**config.mk**
```make
export PLATFORM = sky130hd
export DESIGN_NAME = gam_node_mem_arbiter
export DESIGN_NICKNAME = d
export VERILOG_FILES = /design/src/rtl/gam_node_mem_arbiter_pkg.sv /design/src/rtl/gam_node_mem_arbiter_rr_picker.sv /design/src/rtl/gam_node_mem_arbiter.sv
export SDC_FILE = /design/constraint.sdc
export NUM_CORES = 1
export LEC_CHECK = 0
export ABC_AREA = 1
export ABC_CLOCK_PERIOD_IN_PS = 3660
export BUFFER_PORTS_ARGS = -buffer_cell sky130_fd_sc_hd__buf_4
export CORE_MARGIN = 10
export CORE_UTILIZATION = 41
export CTS_BUF_LIST = sky130_fd_sc_hd__clkbuf_16
export CTS_CLUSTER_DIAMETER = 50
export DETAILED_ROUTE_END_ITERATION = 7
export PLACE_DENSITY = 0.81
export SYNTH_ARGS = -nofsm -noshare
export SYNTH_HDL_FRONTEND = slang
export SYNTH_SLANG_ARGS = --single-unit
```
**constraint.sdc**
```tcl
create_clock -name clk_i -period 3.66 [get_ports clk_i]
set_input_delay 0.366 -clock clk_i [delete_from_list [all_inputs] [get_ports clk_i]]
set_output_delay 0.366 -clock clk_i [all_outputs]
set_load 0.01 [all_outputs]
```
**src/rtl/gam_node_mem_arbiter_pkg.sv**
```systemverilog
// gam_node_mem_arbiter_pkg: shared types and constants for the GAM node memory arbiter.
package gam_node_mem_arbiter_pkg;

    typedef enum logic {READ = 1'b0, WRITE = 1'b1} RD_WR_T;

    typedef enum logic [2:0] {
        BANK_X = 3'd0,
        BANK_C = 3'd1,
        BANK_W = 3'd2,
        BANK_T = 3'd3,
        BANK_M = 3'd4
    } bank_sel_T;

    typedef enum logic {IDLE = 1'b0, GRANTED = 1'b1} arb_state_T;

    localparam int REQ_MEM   = 0;
    localparam int REQ_ASSOC = 1;
    localparam int REQ_HOST  = 2;
    localparam int NUM_BANKS = 5;

    // Encodings past BANK_M select nothing.
    function automatic logic [NUM_BANKS-1:0] bank_onehot(input bank_sel_T b);
        return (b <= BANK_M) ? NUM_BANKS'(1) << b : '0;
    endfunction

endpackage

```
**src/rtl/gam_node_mem_arbiter_rr_picker.sv**
```systemverilog
// gam_rr_picker: combinational round-robin pick of the first set request at or after ptr_i.
module gam_rr_picker #(
    parameter int N = 3
) (
    input  logic [N-1:0]                   req_i,
    input  logic [(N > 1 ? $clog2(N) : 1)-1:0] ptr_i,
    output logic [N-1:0]                   pick_o,
    output logic                           any_o
);
    localparam int PW = (N > 1) ? $clog2(N) : 1;

    logic [PW-1:0] j;

    always_comb begin
        pick_o = '0;
        any_o  = 1'b0;
        j      = '0;
        for (int k = 0; k < N; k++) begin
            j = PW'((int'(ptr_i) + k) % N);
            if (!any_o && req_i[j]) begin
                pick_o[j] = 1'b1;
                any_o     = 1'b1;
            end
        end
    end

endmodule

```
**src/rtl/gam_node_mem_arbiter.sv**
```systemverilog
// gam_node_mem_arbiter: round-robin arbiter with bounded locked bursts over the GAM node memory banks.
module gam_node_mem_arbiter
    import gam_node_mem_arbiter_pkg::*;
#(
    parameter int N_REQ     = 3,
    parameter int ADDR_W    = 8,
    parameter int DATA_W    = 32,
    parameter int MAX_BURST = 16
) (
    input  logic                           clk_i,
    input  logic                           reset_i,
    input  logic [N_REQ-1:0]               req_i,
    input  logic [N_REQ-1:0]               lock_i,
    input  bank_sel_T [N_REQ-1:0]          bank_i,
    input  RD_WR_T [N_REQ-1:0]             rd_wr_i,
    input  logic [N_REQ-1:0][ADDR_W-1:0]   addr_i,
    input  logic [N_REQ-1:0][DATA_W-1:0]   wdata_i,
    output logic [N_REQ-1:0]               gnt_o,
    output logic [N_REQ-1:0]               rvalid_o,
    output logic [DATA_W-1:0]              rdata_o,
    output logic                           X_c_o,
    output logic                           C_c_o,
    output logic                           W_c_o,
    output logic                           T_c_o,
    output logic                           M_c_o,
    output RD_WR_T                         RD_WR_c_o,
    output logic [ADDR_W-1:0]              mem_addr_o,
    output logic [DATA_W-1:0]              mem_wdata_o,
    input  logic [DATA_W-1:0]              mem_rdata_i,
    output logic                           busy_o
);
    localparam int IW = (N_REQ > 1) ? $clog2(N_REQ) : 1;
    localparam int CW = $clog2(MAX_BURST + 1);

    arb_state_T              state_q, state_d;
    logic [N_REQ-1:0]        gnt_q, gnt_d, elig, pick, rvalid_q, rvalid_d;
    logic [IW-1:0]           idx_q, idx_d, rr_q, rr_d, nxt_ptr, ptr_sel, pick_idx, tag_q, tag_d;
    logic [CW-1:0]           cnt_q, cnt_d;
    logic [NUM_BANKS-1:0]    ce_q, ce_d;
    RD_WR_T                  rw_q, rw_d;
    logic [ADDR_W-1:0]       addr_q, addr_d;
    logic [DATA_W-1:0]       wdata_q, wdata_d;
    logic                    tag_v_q, tag_v_d, any, beat, rel, arb;

    gam_rr_picker #(.N(N_REQ)) u_pick (
        .req_i  (elig),
        .ptr_i  (ptr_sel),
        .pick_o (pick),
        .any_o  (any)
    );

    always_comb begin
        nxt_ptr  = (idx_q == IW'(N_REQ - 1)) ? '0 : idx_q + IW'(1);
        beat     = (state_q == GRANTED) && req_i[idx_q];
        rel      = (state_q == GRANTED) && (!req_i[idx_q] ||
                   (beat && (!lock_i[idx_q] || cnt_q == CW'(MAX_BURST - 1))));
        arb      = (state_q == IDLE) || rel;
        ptr_sel  = rel ? nxt_ptr : rr_q;
        // A non-locked beat consumes the request that carried it; it must not win again off the same req.
        elig     = (beat && !lock_i[idx_q]) ? req_i & ~gnt_q : req_i;
        pick_idx = '0;
        for (int k = 0; k < N_REQ; k++)
            if (pick[k]) pick_idx = IW'(k);
        state_d  = arb ? (any ? GRANTED : IDLE) : state_q;
        gnt_d    = arb ? (any ? pick : '0) : gnt_q;
        idx_d    = (arb && any) ? pick_idx : idx_q;
        rr_d     = rel ? nxt_ptr : rr_q;
        cnt_d    = rel ? '0 : beat ? cnt_q + CW'(1) : cnt_q;
        ce_d     = beat ? bank_onehot(bank_i[idx_q]) : '0;
        rw_d     = beat ? rd_wr_i[idx_q] : rw_q;
        addr_d   = beat ? addr_i[idx_q] : addr_q;
        wdata_d  = beat ? wdata_i[idx_q] : wdata_q;
        tag_v_d  = beat && (rd_wr_i[idx_q] == READ);
        tag_d    = beat ? idx_q : tag_q;
        rvalid_d = tag_v_q ? N_REQ'(1) << tag_q : '0;
    end

    always_ff @(posedge clk_i) begin
        if (!reset_i) begin
            state_q  <= IDLE;
            gnt_q    <= '0;
            idx_q    <= '0;
            rr_q     <= '0;
            cnt_q    <= '0;
            ce_q     <= '0;
            rw_q     <= READ;
            addr_q   <= '0;
            wdata_q  <= '0;
            tag_v_q  <= 1'b0;
            tag_q    <= '0;
            rvalid_q <= '0;
        end else begin
            state_q  <= state_d;
            gnt_q    <= gnt_d;
            idx_q    <= idx_d;
            rr_q     <= rr_d;
            cnt_q    <= cnt_d;
            ce_q     <= ce_d;
            rw_q     <= rw_d;
            addr_q   <= addr_d;
            wdata_q  <= wdata_d;
            tag_v_q  <= tag_v_d;
            tag_q    <= tag_d;
            rvalid_q <= rvalid_d;
        end
    end

    assign gnt_o       = gnt_q;
    assign rvalid_o    = rvalid_q;
    assign rdata_o     = (|rvalid_q) ? mem_rdata_i : '0;
    assign {M_c_o, T_c_o, W_c_o, C_c_o, X_c_o} = ce_q;
    assign RD_WR_c_o   = rw_q;
    assign mem_addr_o  = addr_q;
    assign mem_wdata_o = wdata_q;
    assign busy_o      = (state_q == GRANTED);

endmodule
```
Word-level counts from Yosys, hierarchy flattened
Index checks and enable logic that the tools add are counted.
- $add $sub $neg: 4
- div/mod/pow operators: 3
- order comparisons: 8
- eq/ne operators: 2
- shift operators: 2
- mux-type cells: 38
- bitwise logic cells: 7
- reduce and logical (&&, ||, !) cells: 22
- operators by type and width (operator ; number):
    32-bit binary-select mux with 2-bit select ; 1
    32-bit by 3-bit modulo with 32-bit output, second input constant ; 2
    32-bit 2-to-1 mux ; 2
    3-bit by 3-bit modulo with 32-bit output, second input constant ; 1
    3-bit 2-to-1 mux ; 6
    8-bit binary-select mux with 2-bit select ; 1
    1-bit 2-to-1 mux ; 14
    1-bit binary-select mux with 2-bit select ; 6
    2-bit by 3-bit < comparator with 1-bit output, second input constant ; 4
    1-bit logical AND ; 11
    8-bit 2-to-1 mux ; 1
    3-bit binary-select mux with 2-bit select ; 1
    1-bit demux with 2-bit select ; 3
    2-bit by 1-bit greater-or-equal comparator with 1-bit output, second input constant ; 3
    2-bit 2-to-1 mux ; 3
    3-bit OR ; 2
    5-bit by 1-bit adder with 5-bit output, second input constant ; 1
    5-bit by 4-bit equality test with 1-bit output, second input constant ; 1
    1-bit by 3-bit left shift with 5-bit output, first input constant ; 1
    1-bit logical NOT ; 4
    2-bit by 1-bit adder with 3-bit output, second input constant ; 1
    2-bit by 2-bit adder with 3-bit output, second input constant ; 1
    3-bit bitwise AND ; 1
    3-bit <= comparator, second input constant ; 1
    other kinds (10) ; 14
- flip-flop bits (word level): 65
- input bits: 172
- output and inout bits: 85
- logic and storage cells: 98

Depth between registers and ports, before layout
- depth after elaboration: 20
- mapped depth: 22
- mapped depth without buffers: 21

Hierarchy
From an unflattened synthesis, not the netlist that was laid out.
- cells, all modules: 614
- area, all modules: 3734.8 um^2
- by module, submodules not included (module ; times used ; cells an instance ; area each (um^2) ; sequential area each (um^2)):
    gam_node_mem_arbiter ; 1 ; 564 ; 3458.3 ; 1301.2
    gam_rr_picker ; 1 ; 50 ; 276.5 ; 0.0

Worst setup path after synthesis
No wires, ideal clock.
- path type: flip-flop to flip-flop
- start point: reg idx_q[1]
- end point: reg gnt_q[0], in the netlist gnt_o[0]
- setup time: 0.070 ns
- arrival: 2.542 ns
- data required time: 3.590 ns
- slack: 1.048 ns
- cell stages (with the launch flop): 21
- path buffers: 1
- period minus slack after synthesis: 2.612 ns
- cell sequence: dfxtp_1 buf_4 inv_1 nand3_1 nand2_2 nor2_8 or2_1 inv_1 nand2_1 nand2_1 o21ai_0 inv_1 ha_1 inv_1 nand2_1 nor2_2 a21oi_4 or2_1 nand3_1 nand2_1 a21oi_1
- longest elaborated chain between the ends: 19
- elaborated cells between the ends (all ways): 57
- those cells by class: 3 x add/sub; 3 x div; 6 x order compare; 1 x eq/ne; 26 x mux; 2 x bitwise; 16 x reduce/logical
- ends and longest elaborated chain (element ; RTL line ; text):
    from (decl) ; gam_node_mem_arbiter.sv:37 ; logic [IW-1:0] idx_q, idx_d, rr_q, rr_d, nxt_ptr, ptr_sel, pick_idx, tag_q, tag_d;
    from (signal assigned) ; gam_node_mem_arbiter.sv:95 ; idx_q <= idx_d;
    1-bit binary-select mux with 2-bit select ; gam_node_mem_arbiter.sv:56 ; (beat && (!lock_i[idx_q] || cnt_q == CW'(MAX_BURST - 1))));
    1-bit 2-to-1 mux (implied by the code) ; gam_node_mem_arbiter.sv:56 ;
    1-bit logical NOT ; gam_node_mem_arbiter.sv:56 ;
    1-bit logical OR ; gam_node_mem_arbiter.sv:56 ;
    1-bit logical AND ; gam_node_mem_arbiter.sv:56 ;
    1-bit logical OR ; gam_node_mem_arbiter.sv:55 ; rel = (state_q == GRANTED) && (!req_i[idx_q] ||
    1-bit logical AND ; gam_node_mem_arbiter.sv:55 ;
    2-bit 2-to-1 mux (*) ; - ;
    named net ptr_sel[0] ; gam_node_mem_arbiter.sv:37 ;
    [3 not listed] ; - ;
    1-bit logical AND (implied by the code), or another cell as far along ; gam_node_mem_arbiter_rr_picker.sv:21 ; pick_o[j] = 1'b1;
    1-bit 2-to-1 mux (implied by the code), or another cell as far along ; gam_node_mem_arbiter_rr_picker.sv:21 ;
    1-bit demux with 2-bit select, or another cell as far along ; - ;
    3-bit OR (no source line) / 1-bit 2-to-1 mux (equally long branches) ; - ;
    3-bit 2-to-1 mux / 1-bit logical NOT (equally long branches) ; gam_node_mem_arbiter_rr_picker.sv:20 ; if (!any_o && req_i[j]) begin
    3-bit OR (no source line) / 1-bit logical AND (equally long branches) ; - ;
    3-bit 2-to-1 mux / 1-bit 2-to-1 mux (equally long branches) ; gam_node_mem_arbiter_rr_picker.sv:20 ;
    3-bit 2-to-1 mux (*) ; gam_node_mem_arbiter.sv:65 ; gnt_d = arb ? (any ? pick : '0) : gnt_q;
    to (signal assigned) ; gam_node_mem_arbiter.sv:94 ; gnt_q <= gnt_d;
    to (decl) ; gam_node_mem_arbiter.sv:36 ; logic [N_REQ-1:0] gnt_q, gnt_d, elig, pick, rvalid_q, rvalid_d;
Mark *: on every way through the listed nets, which the timed path passes. The rest lies on a longest branch. The select of a mux whose other input is x is not followed.
A chain may end at the register's enable or synchronous reset.

Final worst setup path
- start point: reg idx_q[1]
- end point: reg idx_q[0]
- longest elaborated chain between the ends: 20
- elaborated cells between the ends (all ways): 59
- those cells by class: 3 x add/sub; 3 x div; 6 x order compare; 1 x eq/ne; 27 x mux; 2 x bitwise; 17 x reduce/logical
- ends and longest elaborated chain (element ; RTL line ; text):
    1-bit binary-select mux with 2-bit select ; gam_node_mem_arbiter.sv:56, gam_node_mem_arbiter.sv:60 ;
    1-bit 2-to-1 mux (implied by the code) ; gam_node_mem_arbiter.sv:56, gam_node_mem_arbiter.sv:60 ;
    1-bit logical NOT ; gam_node_mem_arbiter.sv:56, gam_node_mem_arbiter.sv:60 ;
    1-bit logical OR ; gam_node_mem_arbiter.sv:56 ;
    1-bit logical AND ; gam_node_mem_arbiter.sv:56 ;
    1-bit logical OR ; gam_node_mem_arbiter.sv:55 ;
    1-bit logical AND ; gam_node_mem_arbiter.sv:55 ;
    2-bit 2-to-1 mux ; - ;
    [4 not listed] ; - ;
    1-bit 2-to-1 mux (implied by the code), or another cell as far along ; gam_node_mem_arbiter_rr_picker.sv:21 ;
    1-bit demux with 2-bit select, or another cell as far along ; - ;
    3-bit OR (no source line) / 1-bit 2-to-1 mux (equally long branches) ; - ;
    3-bit 2-to-1 mux / 1-bit logical NOT (equally long branches) ; gam_node_mem_arbiter_rr_picker.sv:20 ;
    3-bit OR (no source line) / 1-bit logical AND (equally long branches) ; - ;
    3-bit 2-to-1 mux ; gam_node_mem_arbiter_rr_picker.sv:20 ;
    1-bit 2-to-1 mux ; gam_node_mem_arbiter.sv:63 ; if (pick[k]) pick_idx = IW'(k);
    2-bit 2-to-1 mux ; gam_node_mem_arbiter.sv:63 ;
Parallel ways exist; a longest one is shown, timed or not. The select of a mux whose other input is x is not followed.

==> run summary <==
CTS tree = built
fraction of registers with async set/reset = 0
Post-CTS Hold Fix Bufs = 0
clock insertion delay at the later pin of the skew report = 320 ps
Worst Hold Class = input port to flip-flop
PortBufs = 256
worst vdd ir = 0.0003034 V
Synth Warn # = 0
CP required = 3880 ps
Post-Synthesis Cells = 522
clk_skew = 5.724 ps
pwr dens = 632.2 nW/um^2
initial core utilization = 0.4271
Max Root-Sink Buffers = 2
die area = 12820 um^2
Slew headroom = 0.4836
share of cells above drive strength 1 = 0.3893
Setup crit start kind = flip-flop
Die W = 113.2 um
Post-synth EDFFs = 0
commonest non-fill, non-tap cells in the layout = buf_4, nand2_1, dfxtp_1
pin count of the biggest net entering global routing = 89
CP Class = flip-flop to flip-flop
Inst Count DP = 857
vias = 4622
Tot GR Track Use = 0.2266
CP Max Fanout = 7
Worst-Margin Slew = 774.5 ps
Seq/Total Area, Yosys = 0.3653
DPL Wire Length = 12160 um
Vias/cell = 5.294
Ports = 257
Final Hold Fails = 0
most common cell after layout, fill and taps aside = buf_4
Post-Route WL = 15460 um
Setup TNS Final = 0 ps
grt total ovfl = 0
Final ANT Viol Nets = 0
wire length per cell = 17.71 um
vias in the first global route = 4800
Crit. End Element = flip-flop
TritonCTS buffer count = 9
die span in y = 113.2 um
CP arrival = 3470 ps
mapped cell area = 3562 um^2
clk sinks = 65
max_cap viols = 0
CORE AREA = 8341 um^2
RSZ-0062 raised after global routing = no
Total Nets Final = 941
DRC Markers = 0
DR iter-0 viols = 267
TritonRoute pass-1 iters = 6
Area Overhead vs Synth = 63.01%
Leak Pwr = 2.893 nW
total setup buffers inserted after CTS = 0
Setup-failing EPs final = 0
crit path time final = 3258 ps
post-cts sizing count = 0
fillers = 700
total design power = 0.003671 W
Max Slew Vio Count = 0
Final Wtd Congestion = 0.9421
fmax = 306.9 MHz
Clock Pin Slew Worst Setup and Hold Paths = 60 ps
first-pass GRT wire length = 24010 um
Mean Syn Cell Area = 6.824 um^2
initial antenna violation count = 0
count of cell types in the netlist = 33
CTS Root Cell = clkbuf_16
H-tree lvl count = 3
status = finished, final reports clean
Antenna diodes = 0
fin crit share = 0.8902
fin cells = 873
flops & latches, synth = 65
Synth Net Count = 700
Cell Rows = 33
ys flop type = dfxtp_1
==> worst paths after layout <==
path | from | end | slack, ps | depth (start not counted)
worst min register to register | tag_q[0] | rvalid_o[0] | 430 | 1
worst min-delay path | wdata_i[71] | mem_wdata_o[7] | 320 | 3
worst max-delay path | idx_q[1] | idx_q[0] | 400 | 20
worst max register to register | idx_q[1] | idx_q[0] | 400 | 20
==> sequential cells by signal, summed over array words and instances, names as in the netlist <==
name	flops
busy_o	1
RD_WR_c_o	1
cnt_q	5
tag_v_q	1
mem_wdata_o	32
gnt_o	3
mem_addr_o	8
ce_q	5
rvalid_o	3
rr_q	2
idx_q	2
tag_q	2
==> per-layer routing <==
metal / global-route usage / routed length, um
met1: 0.2207 / 5311
met2: 0.3982 / 7713
met3: 0.1057 / 1838
met4: 0.1074 / 601
met5: 0 / 0
==> layout make-up <==
class | count | area, um^2 | share of cell area
Multi-Input combinational cell | 367 | 1927 | 0.3318
Tap cell | 105 | 131.4 | 0.02262
Timing Repair Buffer | 261 | 1959 | 0.3374
Sequential cell | 65 | 1301 | 0.2241
Clock buffer | 9 | 225.2 | 0.03878
Clock inverter | 7 | 38.79 | 0.006680
Inverter | 59 | 224.0 | 0.03857
==> kinds of logic (layout without fill, tap and decap cells) <==
family / Yosys count / after routing / synth area share
buffers and inverters: 90 / 336 / 0.09730
DFF: 65 / 65 / 0.3653
AOI/OAI and AO/OA: 114 / 114 / 0.2076
adders and majority gates: 6 / 6 / 0.02107
and+or+nand+nor: 245 / 245 / 0.3038
xor gates and xnor gates: 2 / 2 / 0.004918
==> worst max-delay path, cell delays in order, from the launching register on <==
cell and delay (ps):
dfxtp_1 550, inv_1 160, nand3_1 110, nand2_2 90
nor2_8 130, or2_1 140, inv_1 40, nand2_1 50
nand2_1 110, o21ai_0 440, ha_1 390, inv_1 180
nand3_1 110, nand3_1 90, nand2_2 100, inv_2 90
nand3_1 80, nand3_1 90, nand2_1 90, nand2_1 70
nor2_1 50
==> cell usage after synthesis, types with 2 or more instances <==
| library cell | number | area share |
|---|---|---|
| a21oi_1 | 13 | 0.018 |
| a22oi_1 | 13 | 0.027 |
| a31oi_1 | 10 | 0.018 |
| a41oi_1 | 30 | 0.074 |
| and2_1 | 3 | 0.0053 |
| buf_2 | 2 | 0.0028 |
| clkbuf_1 | 27 | 0.028 |
| dfxtp_1 | 65 | 0.37 |
| ha_1 | 6 | 0.021 |
| inv_1 | 55 | 0.058 |
| inv_2 | 2 | 0.0021 |
| nand2_1 | 139 | 0.15 |
| nand2_2 | 6 | 0.011 |
| nand3_1 | 23 | 0.032 |
| nand3_2 | 3 | 0.0084 |
| nand4_1 | 8 | 0.014 |
| nor2_1 | 48 | 0.051 |
| nor2_4 | 2 | 0.0063 |
| nor3_1 | 5 | 0.0070 |
| o21ai_0 | 45 | 0.063 |
| o21ai_1 | 2 | 0.0028 |
| or2_1 | 2 | 0.0035 |
| or2_2 | 2 | 0.0035 |
| xor2_1 | 2 | 0.0049 |
==> where the power goes <==
part | total (W) | internal, W | switching, W
logic | 0.00188 | 0.000738 | 0.00114
clock network | 0.000766 | 0.000450 | 0.000316
registers | 0.00103 | 0.000895 | 0.000134
==> through the flow <==
step / hold WS, ps / setup WS [ps] / area, um^2 / utilization
floorplan: 397.5 / 1048 / 3562 / -
global placement: 412.5 / 726.2 / 5543 / 0.6646
detailed placement: 418.4 / 512.3 / 5543 / 0.6646
CTS: 311.2 / 451.8 / 5807 / 0.6962
global route: 322.2 / 103.6 / 5807 / 0.6962
finish: 317.2 / 401.8 / 5807 / 0.6962
(Power assumes the default switching activity.)
